--- config.mk ---
export PLATFORM = sky130hd
export DESIGN_NAME = ps2_mouse_rx_flat
export DESIGN_NICKNAME = d
export VERILOG_FILES = /design/src/rtl/ps2_mouse_rx_if.sv /design/src/rtl/ps2_mouse_rx.sv /design/src/flat_wrapper.sv
export SDC_FILE = /design/constraint.sdc
export NUM_CORES = 1
export LEC_CHECK = 0
export CAP_MARGIN = 20
export CORE_ASPECT_RATIO = 0.9
export CORE_MARGIN = 8
export CORE_UTILIZATION = 60
export CTS_CLUSTER_DIAMETER = 200
export CTS_CLUSTER_SIZE = 20
export DETAILED_ROUTE_END_ITERATION = 8
export GPL_TIMING_DRIVEN = 0
export PLACE_DENSITY = 0.84
export SLEW_MARGIN = 25
export SYNTH_ARGS = -nofsm -noshare
export SYNTH_HDL_FRONTEND = slang
export SYNTH_SLANG_ARGS = --single-unit
--- constraint.sdc ---
create_clock -name clk -period 5.1 [get_ports clk]
set_input_delay 1.02 -clock clk [delete_from_list [all_inputs] [get_ports clk]]
set_output_delay 1.02 -clock clk [all_outputs]
set_load 0.05 [all_outputs]
--- src/rtl/ps2_mouse_rx_if.sv ---
// PS/2 line pins and packet-side outputs of ps2_mouse_rx.
// slave = the receiver block, master = the bench / board side.
interface ps2_mouse_rx_if;
  logic        ps2_clk_i;
  logic        ps2_data_i;
  logic        ps2_clk_oe;
  logic        ps2_data_oe;
  logic [24:0] ps2_mouse;
  logic        frame_err;
  logic        init_done;

  modport master (
    output ps2_clk_i, ps2_data_i,
    input  ps2_clk_oe, ps2_data_oe, ps2_mouse, frame_err, init_done
  );
  modport slave (
    input  ps2_clk_i, ps2_data_i,
    output ps2_clk_oe, ps2_data_oe, ps2_mouse, frame_err, init_done
  );
endinterface

--- src/rtl/ps2_mouse_rx.sv ---
// PS/2 mouse receiver: line conditioning, optional 0xF4 stream-enable handshake,
// 3-byte packet assembly published as a 25-bit word with a per-packet toggle bit.
module ps2_mouse_rx #(
  parameter int FILTER      = 8,
  parameter int INHIBIT_CYC = 2400,
  parameter int TIMEOUT_CYC = 40000,
  parameter bit SEND_INIT   = 1'b1
) (
  input logic           clk,
  input logic           reset_n,
  ps2_mouse_rx_if.slave bus
);
  localparam int FW = $clog2(FILTER + 1);
  localparam int IW = $clog2(INHIBIT_CYC + 1);
  localparam int TW = $clog2(TIMEOUT_CYC + 1);
  localparam logic [7:0] CMD = 8'hF4;

  typedef enum logic [2:0] {S_INHIBIT, S_REQ, S_TX, S_TXACK, S_WAIT_FA, S_RUN} state_t;
  localparam state_t S_RST = SEND_INIT ? S_INHIBIT : S_RUN;

  // lane 0 = clock, lane 1 = data
  logic [1:0]         sy1, sy2, filt, flip;
  logic [1:0][FW-1:0] fcnt;

  always_comb begin
    flip = '0;
    for (int i = 0; i < 2; i++)
      flip[i] = (sy2[i] != filt[i]) && (fcnt[i] == FW'(FILTER - 1));
  end

  always_ff @(posedge clk or negedge reset_n) begin
    if (!reset_n) begin
      sy1  <= '1;
      sy2  <= '1;
      filt <= '1;
      fcnt <= '0;
    end else begin
      sy1 <= {bus.ps2_data_i, bus.ps2_clk_i};
      sy2 <= sy1;
      for (int i = 0; i < 2; i++) begin
        if ((sy2[i] == filt[i]) || flip[i]) fcnt[i] <= '0;
        else                                fcnt[i] <= fcnt[i] + 1'b1;
        if (flip[i]) filt[i] <= sy2[i];
      end
    end
  end

  logic bit_ev, din;
  assign bit_ev = filt[0] & flip[0];
  assign din    = filt[1];

  state_t        state_q, state_d;
  logic [IW-1:0] inh_cnt;
  logic [3:0]    tx_n;
  logic          clk_oe_q, data_oe_q, data_oe_d, init_q;

  // gap timer: cycles since the last bit event
  logic [TW-1:0] gap;
  logic          tmo, hold_gap;
  assign hold_gap = (state_q == S_INHIBIT) || (state_q == S_REQ);
  assign tmo      = !bit_ev && (gap == TW'(TIMEOUT_CYC - 1));

  logic       rx_en, in_frame, par, byte_end, byte_ok;
  logic [3:0] rx_n;
  logic [7:0] sr, b0, b1;
  logic [1:0] idx;
  logic [24:0] mouse_q;
  logic        err_q;

  assign rx_en    = (state_q == S_WAIT_FA) || (state_q == S_RUN);
  assign byte_end = rx_en && bit_ev && in_frame && (rx_n == 4'd9);
  assign byte_ok  = byte_end && din && (^{sr, par});

  always_ff @(posedge clk or negedge reset_n) begin
    if (!reset_n) gap <= '0;
    else if (bit_ev || tmo || hold_gap) gap <= '0;
    else gap <= gap + 1'b1;
  end

  always_ff @(posedge clk or negedge reset_n) begin
    if (!reset_n) begin
      in_frame <= 1'b0;
      rx_n     <= '0;
      sr       <= '0;
      par      <= 1'b0;
      idx      <= '0;
      b0       <= '0;
      b1       <= '0;
      mouse_q  <= '0;
      err_q    <= 1'b0;
    end else begin
      err_q <= 1'b0;
      if (!rx_en) begin
        in_frame <= 1'b0;
        rx_n     <= '0;
      end else if (bit_ev) begin
        if (!in_frame) begin
          if (!din) begin
            in_frame <= 1'b1;
            rx_n     <= '0;
          end
        end else if (rx_n < 4'd8) begin
          sr   <= {din, sr[7:1]};
          rx_n <= rx_n + 4'd1;
        end else if (rx_n == 4'd8) begin
          par  <= din;
          rx_n <= 4'd9;
        end else begin
          in_frame <= 1'b0;
          if (!byte_ok) begin
            err_q <= 1'b1;
            idx   <= '0;
          end else if (state_q == S_RUN) begin
            // status byte must carry its always-one bit 3, else we are out of sync
            case (idx)
              2'd0: begin
                if (sr[3]) begin
                  b0  <= sr;
                  idx <= 2'd1;
                end else err_q <= 1'b1;
              end
              2'd1: begin
                b1  <= sr;
                idx <= 2'd2;
              end
              default: begin
                mouse_q <= {~mouse_q[24], sr, b1, b0};
                idx     <= '0;
              end
            endcase
          end
        end
      end else if (tmo) begin
        if (in_frame) begin
          in_frame <= 1'b0;
          err_q    <= 1'b1;
        end
        idx <= '0;
      end
    end
  end

  always_comb begin
    state_d   = state_q;
    data_oe_d = data_oe_q;
    case (state_q)
      S_INHIBIT: begin
        data_oe_d = 1'b0;
        if (inh_cnt == IW'(INHIBIT_CYC - 1)) begin
          state_d   = S_REQ;
          data_oe_d = 1'b1;
        end
      end
      S_REQ: state_d = S_TX;
      S_TX: begin
        if (tmo) begin
          state_d   = S_INHIBIT;
          data_oe_d = 1'b0;
        end else if (bit_ev) begin
          if (tx_n < 4'd8)       data_oe_d = ~CMD[tx_n[2:0]];
          else if (tx_n == 4'd8) data_oe_d = ^CMD;
          else begin
            data_oe_d = 1'b0;
            state_d   = S_TXACK;
          end
        end
      end
      S_TXACK: begin
        if (tmo)         state_d = S_INHIBIT;
        else if (bit_ev) state_d = din ? S_INHIBIT : S_WAIT_FA;
      end
      S_WAIT_FA: begin
        if (byte_ok && (sr == 8'hFA)) state_d = S_RUN;
        else if (tmo)                 state_d = S_INHIBIT;
      end
      S_RUN:   state_d = S_RUN;
      default: state_d = S_RST;
    endcase
  end

  always_ff @(posedge clk or negedge reset_n) begin
    if (!reset_n) begin
      state_q   <= S_RST;
      clk_oe_q  <= 1'b0;
      data_oe_q <= 1'b0;
      init_q    <= 1'b0;
      inh_cnt   <= '0;
      tx_n      <= '0;
    end else begin
      state_q   <= state_d;
      data_oe_q <= data_oe_d;
      clk_oe_q  <= (state_d == S_INHIBIT) || (state_d == S_REQ);
      init_q    <= (state_d == S_RUN);
      inh_cnt   <= (state_q == S_INHIBIT) ? inh_cnt + 1'b1 : '0;
      tx_n      <= (state_q != S_TX) ? 4'd0 : tx_n + {3'd0, bit_ev};
    end
  end

  assign bus.ps2_clk_oe  = clk_oe_q;
  assign bus.ps2_data_oe = data_oe_q;
  assign bus.ps2_mouse   = mouse_q;
  assign bus.frame_err   = err_q;
  assign bus.init_done   = init_q;
endmodule

--- src/flat_wrapper.sv ---
// flat-port wrapper written by rule: the top's interface ports become plain ports
module ps2_mouse_rx_flat 
#(
  parameter int FILTER      = 8,
  parameter int INHIBIT_CYC = 2400,
  parameter int TIMEOUT_CYC = 40000,
  parameter bit SEND_INIT   = 1'b1
)
  (clk, reset_n, bus_ps2_clk_i, bus_ps2_data_i, bus_ps2_clk_oe, bus_ps2_data_oe, bus_ps2_mouse, bus_frame_err, bus_init_done);
  ps2_mouse_rx_if bus_i ();
  input logic clk;
  input logic reset_n;
  input wire logic [$bits(bus_i.ps2_clk_i)-1:0] bus_ps2_clk_i;
  input wire logic [$bits(bus_i.ps2_data_i)-1:0] bus_ps2_data_i;
  output wire logic [$bits(bus_i.ps2_clk_oe)-1:0] bus_ps2_clk_oe;
  output wire logic [$bits(bus_i.ps2_data_oe)-1:0] bus_ps2_data_oe;
  output wire logic [$bits(bus_i.ps2_mouse)-1:0] bus_ps2_mouse;
  output wire logic [$bits(bus_i.frame_err)-1:0] bus_frame_err;
  output wire logic [$bits(bus_i.init_done)-1:0] bus_init_done;
  assign bus_i.ps2_clk_i = bus_ps2_clk_i;
  assign bus_i.ps2_data_i = bus_ps2_data_i;
  assign bus_ps2_clk_oe = bus_i.ps2_clk_oe;
  assign bus_ps2_data_oe = bus_i.ps2_data_oe;
  assign bus_ps2_mouse = bus_i.ps2_mouse;
  assign bus_frame_err = bus_i.frame_err;
  assign bus_init_done = bus_i.init_done;
  ps2_mouse_rx #(.FILTER(FILTER), .INHIBIT_CYC(INHIBIT_CYC), .TIMEOUT_CYC(TIMEOUT_CYC), .SEND_INIT(SEND_INIT)) u_core (.clk(clk), .reset_n(reset_n), .bus(bus_i));
endmodule
**Word-level counts from Yosys, hierarchy flattened**

Memories as Yosys holds them, arrays and structs flattened.
Index checks and enable logic that the tools add are counted.

- Register bits after elaboration: 110
- Memory bits (read-only): 8
- Memories: 1

Memory list:

| name | depth | width | rd ports | clocked after Yosys merged registers in | write ports | line | RTL |
|---|---|---|---|---|---|---|---|
| (name not given) | 8 | 1 | 1 | 0 | 0 | ps2_mouse_rx.sv:160 | `if (tx_n < 4'd8) data_oe_d = ~CMD[tx_n[2:0]];` |

- Add/subtract/negate cells: 6
- $lt $le $gt $ge: 3
- Equal/unequal tests: 31
- Mux-type cells: 56
- Bitwise gates (word level): 6
- Reduce and logical (&&, ||, !) cells: 32

Operator list:

| kind | count |
|---|---|
| 2-to-1 mux 4 bit | 9 |
| 2-to-1 mux 3 bit | 10 |
| 2-to-1 mux 1 bit | 24 |
| case mux 3 bit (6 select lines) | 1 |
| adder 16 x 1 -> 16 bit (second input constant) | 1 |
| == test 16 bit (second input constant) | 1 |
| 2-to-1 mux 16 bit | 1 |
| 2-to-1 mux 2 bit | 8 |
| AND reduction 8 bit | 2 |
| adder 12 x 1 -> 12 bit (second input constant) | 1 |
| adder 4 x 1 -> 4 bit (second input constant) | 3 |
| == test 12 bit (second input constant) | 1 |
| == test 4 bit (second input constant) | 3 |
| 2-to-1 mux 12 bit | 1 |
| == test 3 bit (second input constant) | 3 |
| logical AND 1 bit | 9 |
| AND reduction 9 bit | 1 |
| XOR reduction 9 bit | 1 |
| == test 4 x 3 -> 1 bit (second input constant) | 2 |
| == test 8 bit (second input constant) | 1 |
| < comparator 4 bit (second input constant) | 2 |
| != test 4 bit (second input constant) | 2 |
| logical OR 1 bit | 7 |
| AND reduction 7 bit | 1 |
| 25 further kinds | 39 |

**Depth between registers and ports, before layout**

- Depth after elaboration: 14
- Gate-level depth with buffers: 9

**Least setup slack after synthesis**

OpenSTA, ideal clock, no wires.

- Kind: register to register
- From: register u_core.fcnt[0] (netlist bit)
- To: register u_core.mouse_q[1], in the netlist u_core.bus.ps2_mouse[1]
- Library setup time: 0.125 ns
- Arrival time: 2.031 ns
- Path slack: 2.945 ns
- Stages on the path, launching flop included: 10
- Period minus slack after synthesis: 2.155 ns
- Path through: dfrtp_1 -> ha_1 -> and3b_1 -> nand2_1 -> inv_1 -> and4_1 -> clkbuf_1 -> nand4_4 -> buf_6 -> mux2_2

- Cells in the longest elaborated chain, start to end: 9

Ends and longest elaborated chain:

| element | line | RTL |
|---|---|---|
| start, declared | ps2_mouse_rx.sv:23 | `logic [1:0][FW-1:0] fcnt;` |
| start signal, assigned by index | ps2_mouse_rx.sv:42 | `else fcnt[i] <= fcnt[i] + 1'b1;` |
| == test 4 x 3 -> 1 bit (*) | ps2_mouse_rx.sv:28 | `flip[i] = (sy2[i] != filt[i]) && (fcnt[i] == FW'(FILTER - 1));` |
| logical AND 1 bit (*) | ps2_mouse_rx.sv:28 |  |
| AND 1 bit (*) | ps2_mouse_rx.sv:49 | `assign bit_ev = filt[0] & flip[0];` |
| logical AND 1 bit (3 in series) | ps2_mouse_rx.sv:71 | `assign byte_end = rx_en && bit_ev && in_frame && (rx_n == 4'd9);` |
| logical AND 1 bit (2 in series) | ps2_mouse_rx.sv:72 | `assign byte_ok = byte_end && din && (^{sr, par});` |
| AND reduction 8 bit (no source line) (*) | -- |  |
| end signal, assigned | ps2_mouse_rx.sv:127 | `mouse_q <= {~mouse_q[24], sr, b1, b0};` |
| end, declared | ps2_mouse_rx.sv:67 | `logic [24:0] mouse_q;` |

Mark *: on every way between the ends. The rest lies on a longest branch, timed or not.
A chain may end at the register's enable or synchronous reset.

**Worst setup path in the final report**

- From: register u_core.fcnt[0] (netlist bit)
- To: register u_core.gap[13]

- Cells in the longest elaborated chain, start to end: 8

Ends and longest elaborated chain:

| element | line | RTL |
|---|---|---|
| == test 4 x 3 -> 1 bit (*) | ps2_mouse_rx.sv:28 |  |
| logical AND 1 bit (*) | ps2_mouse_rx.sv:28 |  |
| AND 1 bit (*) | ps2_mouse_rx.sv:49 |  |
| logical NOT 1 bit | ps2_mouse_rx.sv:61 | `assign tmo = !bit_ev && (gap == TW'(TIMEOUT_CYC - 1));` |
| logical AND 1 bit | ps2_mouse_rx.sv:61 |  |
| logical OR 1 bit (*) (2 in series) | ps2_mouse_rx.sv:76 | `else if (bit_ev \|\| tmo \|\| hold_gap) gap <= '0;` |
| 2-to-1 mux 16 bit (*) | ps2_mouse_rx.sv:76 |  |
| end signal, assigned | ps2_mouse_rx.sv:77 | `else gap <= gap + 1'b1;` |
| end, declared | ps2_mouse_rx.sv:58 | `logic [TW-1:0] gap;` |

Marks and branches as above.

==> summary.md <==
| Metric | Value |
|---|---|
| Post-DRT Antenna Nets | `0` |
| Final wirelength | `9140 µm` |
| Final nets | `approximately 470` |
| Clock Sinks | `110` |
| Leakage | `approximately 2.6 nW` |
| FF-to-FF End | `u_core.gap[13]$_DFF_PN0_` |
| Overall Global Routing Usage | `0.170` |
| # DRC | `0` |
| CP arrival | `2940 ps` |
| Post-Synthesis Cells | `417` |
| CP Max Fanout | `10` |
| Post-CTS Setup Bufs | `0` |
| Slew HR | `0.410` |
| Sequential fraction of the synthesis area | `0.556` |
| Layout cells sized above 1 | `0.187` |
| Ys Warns | `0` |
| Largest net degree at the start of global routing | `58` |
| CP Capture Type | `flop` |
| Final Hold Vio Count | `0` |
| PD cells | `between 200 and 300 mW/mm²` |
| DR pass1 iterations | `4` |
| Pwr Total | `approximately 1.5 mW` |
| Tmin final | `about 2700 ps` |
| CTS buffer count | `9` |
| Max clock buf depth | `2` |
| CP Launch Point | `u_core.fcnt[0]$_DFF_PN0_` |
| PortBufs | `32` |
| Core footprint | `0.00803 mm²` |
| Syn_nets | `430` |
| Max-slew violations | `0` |
| Vias per cell | `5.72` |
| Area share of fa/ha/maj cells after synthesis | `0.0227` |
| Flop-to-flop setup slack | `2410 ps` |
| CTS tree | `yes` |
| Reg2Reg Depth | `9` |
| Post-CTS Resized | `0` |
| Critical path type | `flop to flop` |
| Setup-failing EPs final | `0` |
| Initial antenna violation count | `0` |
| IO Count | `33` |
| Crit path capture | `u_core.gap[13]$_DFF_PN0_` |
| Area grow syn2layout | `13.5%` |
| H-tree depth | `3` |
| Die W | `around 110 µm` |
| Vias in the first global route | `3380` |
| Rows | `31` |
| Worst-Margin Slew | `around 870 ps` |
| Root Driver | `clkbuf_8` |
| Fmax | `around 0.37 GHz` |
| Die area | `roughly 0.011 mm²` |
| Max Cap Violations | `0` |
| Worst Hold Class | `flop to flop` |
| Simple-Gate Fraction of Synth Area | `0.163` |
| Post-synthesis compound-gate area fraction | `0.0421` |
| Reg-to-reg startpoint | `u_core.fcnt[0]$_DFF_PN0_` |
| Total number of vias | `3232` |
| Hold Slack | `around 360 ps` |
| Final HPWL DP | `6350 µm` |
| CTS Hold Bufs | `0` |
| Antenna cells | `0` |
| Yosys cell types | `slightly above 50` |
| Avg Cell Area, Syn | `approximately 12 µm²` |
| Outcome | `finished clean` |
| Initial core utilization | `0.619` |
| Largest family of logic cells by synthesized area | `simple AND/OR/NAND/NOR gates` |
| Fin crit share | `0.528` |
| Die height | `102 µm` |
| Clock Latency Late Sink | `360 ps` |
| Worst VDD drop | `0.177 mV` |
| CP startpoint kind | `flop` |
| Synth Register Bits | `110` |
| Synth Area in XOR/XNOR | `0.0755` |
| First DRT Iteration DRCs | `312` |
| Global-route wire length before repair | `15700 µm` |
| Unrepaired setup endpoints after global routing | `false` |
| Worst Clk Skew | `between 10 and 15 ps` |
| Syn Std Cell Area | `about 0.005 mm²` |
| Clk slew on worst S/H paths | `around 100 ps` |
| Gr ovfl total | `0` |
| Post-synthesis mux area share | `0.118` |
| Placer congestion estimate | `around 0.83` |
| Critical Path RT | `5350 ps` |
| Routed len/inst | `around 16 µm` |
==> worst min path at each step <==
stage	slack (ps)	from	to	depth (start not counted)
after floorplan	350	u_core.sy1[0]$_DFF_PN1_	u_core.sy2[0]$_DFF_PN1_	0
after global placement	350	u_core.sy1[1]$_DFF_PN1_	u_core.sy2[1]$_DFF_PN1_	0
after detailed placement	350	u_core.sy1[0]$_DFF_PN1_	u_core.sy2[0]$_DFF_PN1_	0
after CTS	360	u_core.sy1[1]$_DFF_PN1_	u_core.sy2[1]$_DFF_PN1_	0
after global routing	370	u_core.sy1[1]$_DFF_PN1_	u_core.sy2[1]$_DFF_PN1_	0
final	360	u_core.sy1[1]$_DFF_PN1_	u_core.sy2[1]$_DFF_PN1_	0
==> layout make-up <==
cell class,instances,area [µm²]
clock buffer,12,145
tap,99,124
sequential,110,2760
buffer,13,65.1
timing repair buffer,33,349
inverter,14,52.6
multi-input combinational,280,2090
clock inverter,4,55.1
fill,583,2390
==> sequential cells by signal, indices dropped and copies added, names as in the netlist <==
register / cells
u_core.inh_cnt: 12
u_core.par: 1
u_core.bus.ps2_data_oe: 1
u_core.filt: 2
u_core.state_q: 3
u_core.bus.init_done: 1
u_core.in_frame: 1
u_core.b1: 8
u_core.tx_n: 4
u_core.bus.frame_err: 1
u_core.sy2: 2
u_core.gap: 16
u_core.sy1: 2
u_core.fcnt: 8
u_core.bus.ps2_clk_oe: 1
u_core.rx_n: 4
u_core.idx: 2
u_core.sr: 8
u_core.b0: 8
u_core.bus.ps2_mouse: 25
==> synthesized netlist by cell type (all sizes together) <==
cell type,n,share of area
xor2,20,0.035
ha,9,0.023
and4b,2,0.0040
or4b,1,0.0020
a311oi,1,0.0018
and4,3,0.0053
dfrtp,104,0.52
nor4bb,1,0.0020
o21a,1,0.0015
o21ai,9,0.0091
and3b,3,0.0053
a31o,1,0.0018
buf,5,0.0071
or3,2,0.0025
inv,14,0.011
nor3b,1,0.0015
nor4,2,0.0025
o22ai,3,0.0038
nand3,13,0.013
a21oi,7,0.0071
nor4b,1,0.0018
nor2,46,0.035
nand4,12,0.021
o311ai,1,0.0018
nand4b,3,0.0053
a31oi,3,0.0038
nand3b,4,0.0060
nor2b,4,0.0050
and3,11,0.014
and2,1,0.0013
a211oi,2,0.0030
mux2,52,0.12
or4,1,0.0015
a32oi,1,0.0018
xnor3,1,0.0048
nand2b,5,0.0063
or2,2,0.0025
clkbuf,8,0.0060
xnor2,18,0.036
o21bai,1,0.0015
dfstp,6,0.032
o2111ai,3,0.0053
nor3,6,0.0081
nand2,23,0.017
==> through the flow <==
stage | utilization | std cells | TNS (ps) | setup slack (ps) | cell area [µm²]
after detailed placement | 0.678 | 549 | 0 | 2550 | 5440
after global routing | 0.703 | 565 | 0 | 2150 | 5640
after CTS | 0.703 | 565 | 0 | 2460 | 5640
after floorplan | - | 417 | 0 | 2940 | 4970
final | 0.703 | 565 | 0 | 2410 | 5640
after global placement | 0.674 | 548 | -94950 | -919 | 5410
==> critical path, stage by stage (launching register included) <==
cell	delay [ps]
dfrtp_1	390
ha_1	210
and3b_1	290
nand2_1	230
inv_1	120
clkbuf_1	370
a21oi_1	180
o21ai_1	390
buf_2	320
nor2_1	80
==> cell usage in the layout, fill, tap and decap left out, types with 7 or more instances in the layout <==
master           instances
clkdlybuf4s50_1         31
xnor2_1                 17
nand2_1                 23
and3_1                  11
inv_1                   14
dfrtp_1                104
a21oi_1                  7
clkbuf_1                10
nand3_1                 13
xor2_1                  20
o21ai_0                  8
nand4_1                  9
clkbuf_8                10
mux2_2                  52
ha_1                     9
nor2_1                  46
==> per-layer routing <==
layer	up-vias	share of wire	GRT usage
met3	14	0.041	0.0413
met4	0	0.013	0.0682
met5	-	0	0
met2	63	0.48	0.286
met1	1614	0.46	0.209
li1	1541	-	-
==> logic make-up (layout without fill, tap and decap cells) <==
family / Yosys count / after routing
and+or+nand+nor: 147 / 147
AOI/OAI and AO/OA: 33 / 33
adders and majority gates: 9 / 9
buffers and inverters: 27 / 76
DFF: 110 / 110
xor gates and xnor gates: 39 / 39
muxes: 52 / 52
==> power breakdown <==
part | leakage (nW) | total [mW] | internal, mW | switching [mW]
clock network | 0.0972 | 0.522 | 0.244 | 0.278
logic | 1.00 | 0.102 | 0.0403 | 0.0612
registers | 1.49 | 0.923 | 0.904 | 0.0187
No activity file was read; power rests on OpenSTA's default activity.
